`config.mk`:
```
export PLATFORM = sky130hd
export DESIGN_NAME = armored66_tx_sched
export DESIGN_NICKNAME = d
export VERILOG_FILES = /design/src/rtl/armored66_tx_sched.sv
export SDC_FILE = /design/constraint.sdc
export NUM_CORES = 1
export LEC_CHECK = 0
export ABC_AREA = 1
export ABC_CLOCK_PERIOD_IN_PS = 19640
export CAP_MARGIN = 0
export CORE_ASPECT_RATIO = 0.5
export CORE_UTILIZATION = 45
export DETAILED_ROUTE_END_ITERATION = 7
export PLACE_DENSITY = 0.77
export SYNTH_ARGS = -nofsm -noshare
export SYNTH_HDL_FRONTEND = slang
export SYNTH_SLANG_ARGS = --single-unit
```
`constraint.sdc`:
```
create_clock -name clk -period 19.64 [get_ports clk]
set_input_delay 4.91 -clock clk [delete_from_list [all_inputs] [get_ports clk]]
set_output_delay 4.91 -clock clk [all_outputs]
set_load 0.005 [all_outputs]
```
`src/rtl/armored66_tx_sched.sv`:
```
// armored66_tx_sched: per-slot word scheduler in front of the armored66 TX datapath.
// Picks FC (periodic or forced), buffered user data, or idle on every din_phase slot,
// registers the chosen word and keeps per-kind transmit counters.

// Per-lane word formatter: builds one 66-bit lane for the selected kind.
module armored66_tx_sched_lane (
  input  logic [1:0]  kind,
  input  logic [7:0]  fc_byte,
  input  logic [65:0] data,
  output logic [65:0] word
);
  localparam logic [1:0] KIND_DATA = 2'd1;
  localparam logic [1:0] KIND_FC   = 2'd2;

  // Lane format mux; idle is the default so an unknown kind never leaks data.
  always_comb begin
    word = {8'h00, 20'b0, 4'b0000, 32'h0, 2'b01};
    case (kind)
      KIND_DATA: word = data;
      KIND_FC:   word = {fc_byte, 20'b0, 4'b1100, 32'h0, 2'b01};
      default:   word = {8'h00, 20'b0, 4'b0000, 32'h0, 2'b01};
    endcase
  end
endmodule

module armored66_tx_sched #(
  parameter int NUM_LN    = 4,
  parameter int FC_PERIOD = 100,
  parameter int FC_SLOT   = 50
) (
  input  logic                 clk,
  input  logic                 arst,
  input  logic                 din_phase,
  input  logic                 enable,
  input  logic [7:0]           fc_byte,
  input  logic                 fc_force,
  input  logic [NUM_LN*66-1:0] s_data,
  input  logic                 s_valid,
  output logic                 s_ready,
  output logic [NUM_LN*66-1:0] dout,
  output logic [1:0]           dout_kind,
  output logic [31:0]          cnt_data,
  output logic [31:0]          cnt_fc,
  output logic [31:0]          cnt_idle
);
  localparam int         W         = NUM_LN * 66;
  localparam logic [1:0] KIND_IDLE = 2'd0;
  localparam logic [1:0] KIND_DATA = 2'd1;
  localparam logic [1:0] KIND_FC   = 2'd2;
  localparam logic [15:0] SLOT_FC   = 16'(FC_SLOT);
  localparam logic [15:0] SLOT_LAST = 16'(FC_PERIOD - 1);

  // Scheduler state
  logic [15:0] slot_cnt;
  logic        force_q;

  // 2-entry input FIFO
  logic [W-1:0] fifo_mem [2];
  logic         wr_ptr, rd_ptr;
  logic [1:0]   fifo_cnt, fifo_cnt_nxt;
  logic         s_ready_q;

  // Selection
  logic [1:0]  sel_kind;
  logic        push, pop, fc_sel;

  logic [NUM_LN-1:0][65:0] head_ln;
  logic [NUM_LN-1:0][65:0] word_ln;

  assign s_ready = s_ready_q;
  assign head_ln = fifo_mem[rd_ptr];

  // Priority pick for the current slot: FC, then FIFO head, then idle.
  always_comb begin
    sel_kind = KIND_IDLE;
    if (enable && (slot_cnt == SLOT_FC || force_q))
      sel_kind = KIND_FC;
    else if (enable && fifo_cnt != 2'd0)
      sel_kind = KIND_DATA;
  end

  assign push   = s_valid && s_ready_q;
  assign pop    = din_phase && (sel_kind == KIND_DATA);
  assign fc_sel = din_phase && (sel_kind == KIND_FC);

  // Occupancy after this cycle's push/pop; s_ready is registered from it.
  always_comb begin
    fifo_cnt_nxt = fifo_cnt;
    if (push && !pop)      fifo_cnt_nxt = fifo_cnt + 2'd1;
    else if (!push && pop) fifo_cnt_nxt = fifo_cnt - 2'd1;
  end

  // FIFO storage; pointers carry validity so the array itself needs no reset.
  always_ff @(posedge clk) begin
    if (push) fifo_mem[wr_ptr] <= s_data;
  end

  // FIFO pointers, occupancy and registered ready.
  always_ff @(posedge clk or posedge arst) begin
    if (arst) begin
      wr_ptr    <= 1'b0;
      rd_ptr    <= 1'b0;
      fifo_cnt  <= 2'd0;
      s_ready_q <= 1'b0;
    end else begin
      if (push) wr_ptr <= ~wr_ptr;
      if (pop)  rd_ptr <= ~rd_ptr;
      fifo_cnt  <= fifo_cnt_nxt;
      s_ready_q <= (fifo_cnt_nxt != 2'd2);
    end
  end

  // Slot counter advances only on enabled slots, so a disabled stretch is invisible to the FC period.
  always_ff @(posedge clk or posedge arst) begin
    if (arst)
      slot_cnt <= 16'd0;
    else if (din_phase && enable)
      slot_cnt <= (slot_cnt == SLOT_LAST) ? 16'd0 : slot_cnt + 16'd1;
  end

  // Force request: an FC selection in the same cycle satisfies a coincident fc_force.
  always_ff @(posedge clk or posedge arst) begin
    if (arst) force_q <= 1'b0;
    else      force_q <= (force_q || fc_force) && !fc_sel;
  end

  for (genvar g = 0; g < NUM_LN; g++) begin : g_lane
    armored66_tx_sched_lane u_lane (
      .kind    (sel_kind),
      .fc_byte (fc_byte),
      .data    (head_ln[g]),
      .word    (word_ln[g])
    );
  end

  // Output word register and per-kind counters, updated only on slots.
  always_ff @(posedge clk or posedge arst) begin
    if (arst) begin
      dout      <= '0;
      dout_kind <= KIND_IDLE;
      cnt_data  <= 32'd0;
      cnt_fc    <= 32'd0;
      cnt_idle  <= 32'd0;
    end else if (din_phase) begin
      dout      <= word_ln;
      dout_kind <= sel_kind;
      case (sel_kind)
        KIND_DATA: cnt_data <= cnt_data + 32'd1;
        KIND_FC:   cnt_fc   <= cnt_fc + 32'd1;
        default:   cnt_idle <= cnt_idle + 32'd1;
      endcase
    end
  end
endmodule
```
==> metrics.md <==
| Metric | Value |
|---|---|
| Syn avg cell area | `between 10 and 15 sq um` |
| Minimum clock period | `just over 8 ns` |
| Initial antenna violation count | `41` |
| Post-Synth XOR/XNOR Area | `1.30%` |
| Post-route ant nets | `0` |
| Largest net degree at the start of global routing | `between 150 and 200` |
| Synth top area cells | `edfxtp_1, dfrtp_1, nand2_1` |
| Clock Skew | `~0.025 ns` |
| Mapped Nets | `between 3000 and 4000` |
| Clk_lat worst skew | `roughly 0.67 ns` |
| Crit path launch type | `input pin` |
| Hold_ws | `roughly 0.48 ns` |
| Worst hold path class | `reg -> reg` |
| Mux contribution to synthesized area | `roughly 6.2%` |
| Die H | `roughly 200 um` |
| CP Cell Sequence | `clkdlybuf4s50_1, nand2_1, nor2_4, buf_4, buf_4, buf_4` |
| Critical path fanouts, max | `80` |
| Dominant cell type by area after synthesis | `edfxtp_1` |
| Clock slew seen by the registers of the worst setup and hold paths | `0.06 ns` |
| Synth cell types | `30` |
| Final net count | `a little under 4000` |
| Starting Density | `between 40 and 50%` |
| Clock H-tree levels | `3` |
| Slowest-stage cell, CP | `buf_4` |
| CTS tree | `done` |
| Pins Over Slew Limit | `0` |
| Routed WL per cell | `between 20 and 25 um` |
| Yosys reg bits | `just over 900` |
| Post-Synth Adder-Cell Area | `0.210%` |
| Root buf cell | `clkbuf_16` |
| Worst ir drop on vdd | `around 0.084 mV` |
| Maximum clock rate | `0.121 GHz` |
| Cell Pwr Density | `around 120 nW/um^2` |
| Crit Path Class | `in -> reg` |
| Data arrival, critical path | `around 8.6 ns` |
| Syn Inst Count | `2957` |
| Total die area | `about 80000 sq um` |
| Vias after detailed routing | `~24000` |
| Slew @ Worst Pin | `about 1.2 ns` |
| Critical path's most frequent cell | `buf_4` |
| Post-synthesis simple-gate area fraction | `between 10 and 15%` |
| TritonRoute pass-1 iters | `5` |
| Row count | `around 70` |
| Final hold vios | `0` |
| Max cap viols | `0` |
| Cells after DPL | `~4500` |
| Post CTS Setup Buffer Count | `0` |
| Cts bufs inserted | `roughly 80` |
| Vias in the first global route | `about 24000` |
| Fill count | `6140` |
| Clk buf depth | `3` |
| Outcome | `complete, no violations` |
| Vias per cell | `just over 5` |
| Synth top area share | `between 40% and 50%` |
| Ys Warns | `0` |
| Hold Buf Count CTS | `0` |
| Final setup TNS | `0 ns` |
| Final Cycle Share | `around 42%` |
| Routability cong. | `between 0.9 and 1` |
| Largest family of logic cells by synthesized area | `simple AND/OR/NAND/NOR gates` |
| Setup Viol. Count Final | `0` |
| Compound-Gate Fraction of Synth Area | `between 4 and 5%` |
| CP Data Required Time | `roughly 20 ns` |
| DRT Wirelength | `between 90000 and 100000 um` |
| Final core utilization | `between 50% and 60%` |
| P_leak | `about 18 nW` |
| Global-route wire length before repair | `roughly 150000 um` |
| # IOs | `between 600 and 700` |
| Synthesized area | `35700 sq um` |
| Unrepaired setup endpoints after global routing | `false` |
| Final instance area | `around 46000 sq um` |
| Total gr overflow | `0` |
| Register area share after synthesis | `between 70% and 80%` |
| GRT Total Usage | `approximately a quarter` |
| Dpl hpwl | `65400 um` |
| Placed inst area | `43000 sq um` |
| Core area | `77800 sq um` |
| CP Capture Type | `flop` |
| Num Clock Sinks | `912` |
| Post_cts resized | `0` |
| P&R area growth vs syn | `28.1%` |
| Die width | `between 400 and 500 um` |
| Max transition margin | `around 17%` |
| DR iter-0 viols | `~1800` |
| Layout cells sized above 1 | `under 10%` |
| Residual DRC | `0` |
| Port buffer count | `640` |
| Layout Cells excl Fill | `4726` |
| CP peak stage delay | `0.94 ns` |
-- cell usage after synthesis --
cell	instances
buf_6	12
o21ai_1	25
mux2i_1	220
a21oi_4	1
a21oi_1	2
o21bai_1	2
xor2_1	39
nand3b_1	10
o21ai_0	253
nor2_1	175
and2_1	1
inv_1	114
nand4_1	36
xnor2_1	14
nand3_1	54
nor2_2	1
nand3_2	2
nor3_2	1
inv_2	4
edfxtp_1	528
nand2_2	2
nand2_1	910
buf_4	5
ha_1	6
nor3_1	48
nand2b_1	1
clkbuf_1	67
o311ai_0	7
dfrtp_1	384
buf_2	33
-- cells by family (layout without fill, tap and decap cells) --
kind of cell,after synthesis,after routing
other,0,38
multiplexers,220,220
AND/OR/NAND/NOR,1241,1241
buffers and inverters,235,930
AO/OA/AOI/OAI,290,290
XOR/XNOR,53,53
adder cells (fa/ha/maj),6,6
flip-flops,912,912
-- sequential cells by signal, summed over array words and instances, names as in the netlist --
| name | count |
|---|---|
| dout | 264 |
| wr_ptr | 1 |
| force_q | 1 |
| fifo_cnt | 2 |
| rd_ptr | 1 |
| slot_cnt | 16 |
| s_ready | 1 |
| cnt_data | 32 |
| dout_kind | 2 |
| cnt_fc | 32 |
| fifo_mem | 528 |
| cnt_idle | 32 |
-- power by group --
part / total (mW) / internal [mW] / leakage (nW) / switching, mW
Sequential: 2.62 / 2.43 / 10.0 / 0.191
Clock: 1.59 / 0.864 / 1.26 / 0.728
Combinational: 1.16 / 0.506 / 7.12 / 0.657
-- placed cells by master, fill, tap and decap left out, types with 5 or more instances in the layout --
| cell | Yosys | final |
|---|---|---|
| ha_1 | 6 | 6 |
| bufinv_16 | 0 | 5 |
| clkinv_2 | 0 | 9 |
| nor3_1 | 48 | 48 |
| nand3_1 | 54 | 54 |
| nand3b_1 | 10 | 10 |
| clkdlybuf4s50_1 | 0 | 639 |
| clkinv_1 | 0 | 10 |
| o21ai_0 | 253 | 253 |
| xor2_1 | 39 | 39 |
| inv_1 | 114 | 113 |
| nand2_1 | 910 | 910 |
| o311ai_0 | 7 | 7 |
| diode_2 | 0 | 38 |
| clkbuf_16 | 0 | 81 |
| o21ai_1 | 25 | 25 |
| dfrtp_1 | 384 | 383 |
| edfxtp_1 | 528 | 528 |
| xnor2_1 | 14 | 14 |
| clkbuf_1 | 67 | 27 |
| buf_4 | 5 | 20 |
| mux2i_1 | 220 | 220 |
| nand4_1 | 36 | 36 |
| nor2_1 | 175 | 172 |
| clkbuf_8 | 0 | 6 |
-- critical path: cells and delay by family --
| family | cells | cell delay, ns |
|---|---|---|
| buf+inv | 4 | 3.08 |
| simple gates | 2 | 0.33 |
-- per-layer routing --
layer  wire (um)  GRT usage (%)  vias to the layer above
li1            -              -                    11396
met4        5400           14.5                        6
met2       51000           41.2                      717
met5          37              0                        -
met1       36600           27.9                    12102
met3        4340           4.49                      263
-- path summary, 6_finish.rpt --
path | from | endpoint | slack [ns] | cells past startpoint
worst max register to register | rd_ptr$_DFFE_PP0P_ | dout[33]$_DFFE_PP0P_ | 15.31 | 5
max in group asynchronous | arst | cnt_data[20]$_DFFE_PP0P_ | 12.30 | 4
worst min-delay path | dout[226]$_DFFE_PP0P_ | dout[226]$_DFFE_PP0P_ | 0.48 | 2
worst max-delay path | s_valid | fifo_mem[1][155]$_DFFE_PP_ | 11.35 | 6
worst min register to register | dout[226]$_DFFE_PP0P_ | dout[226]$_DFFE_PP0P_ | 0.48 | 2
min in group asynchronous | arst | dout[242]$_DFFE_PP0P_ | 4.83 | 2
-- final cells by class --
class	instances	area [sq um]	share of cell area, %
antenna	38	95.1	0.208
clock buffer	114	2210	4.84
clock inverter	37	405	0.887
inverter	118	458	1.00
multi-input combinational	1810	9210	20.1
sequential	912	25500	55.7
tap	1036	1300	2.84
timing repair buffer	661	6570	14.4
-- metrics by stage --
| step | power (mW) | setup slack (ns) |
|---|---|---|
| after floorplan | 3.36 | 2.78 |
| after global placement | 3.78 | 10.66 |
| after detailed placement | 3.83 | 10.67 |
| after CTS | 5.42 | 11.41 |
| after global routing | 5.62 | 11.18 |
| final | 5.38 | 11.35 |
No activity file was read; power rests on OpenSTA's default activity.
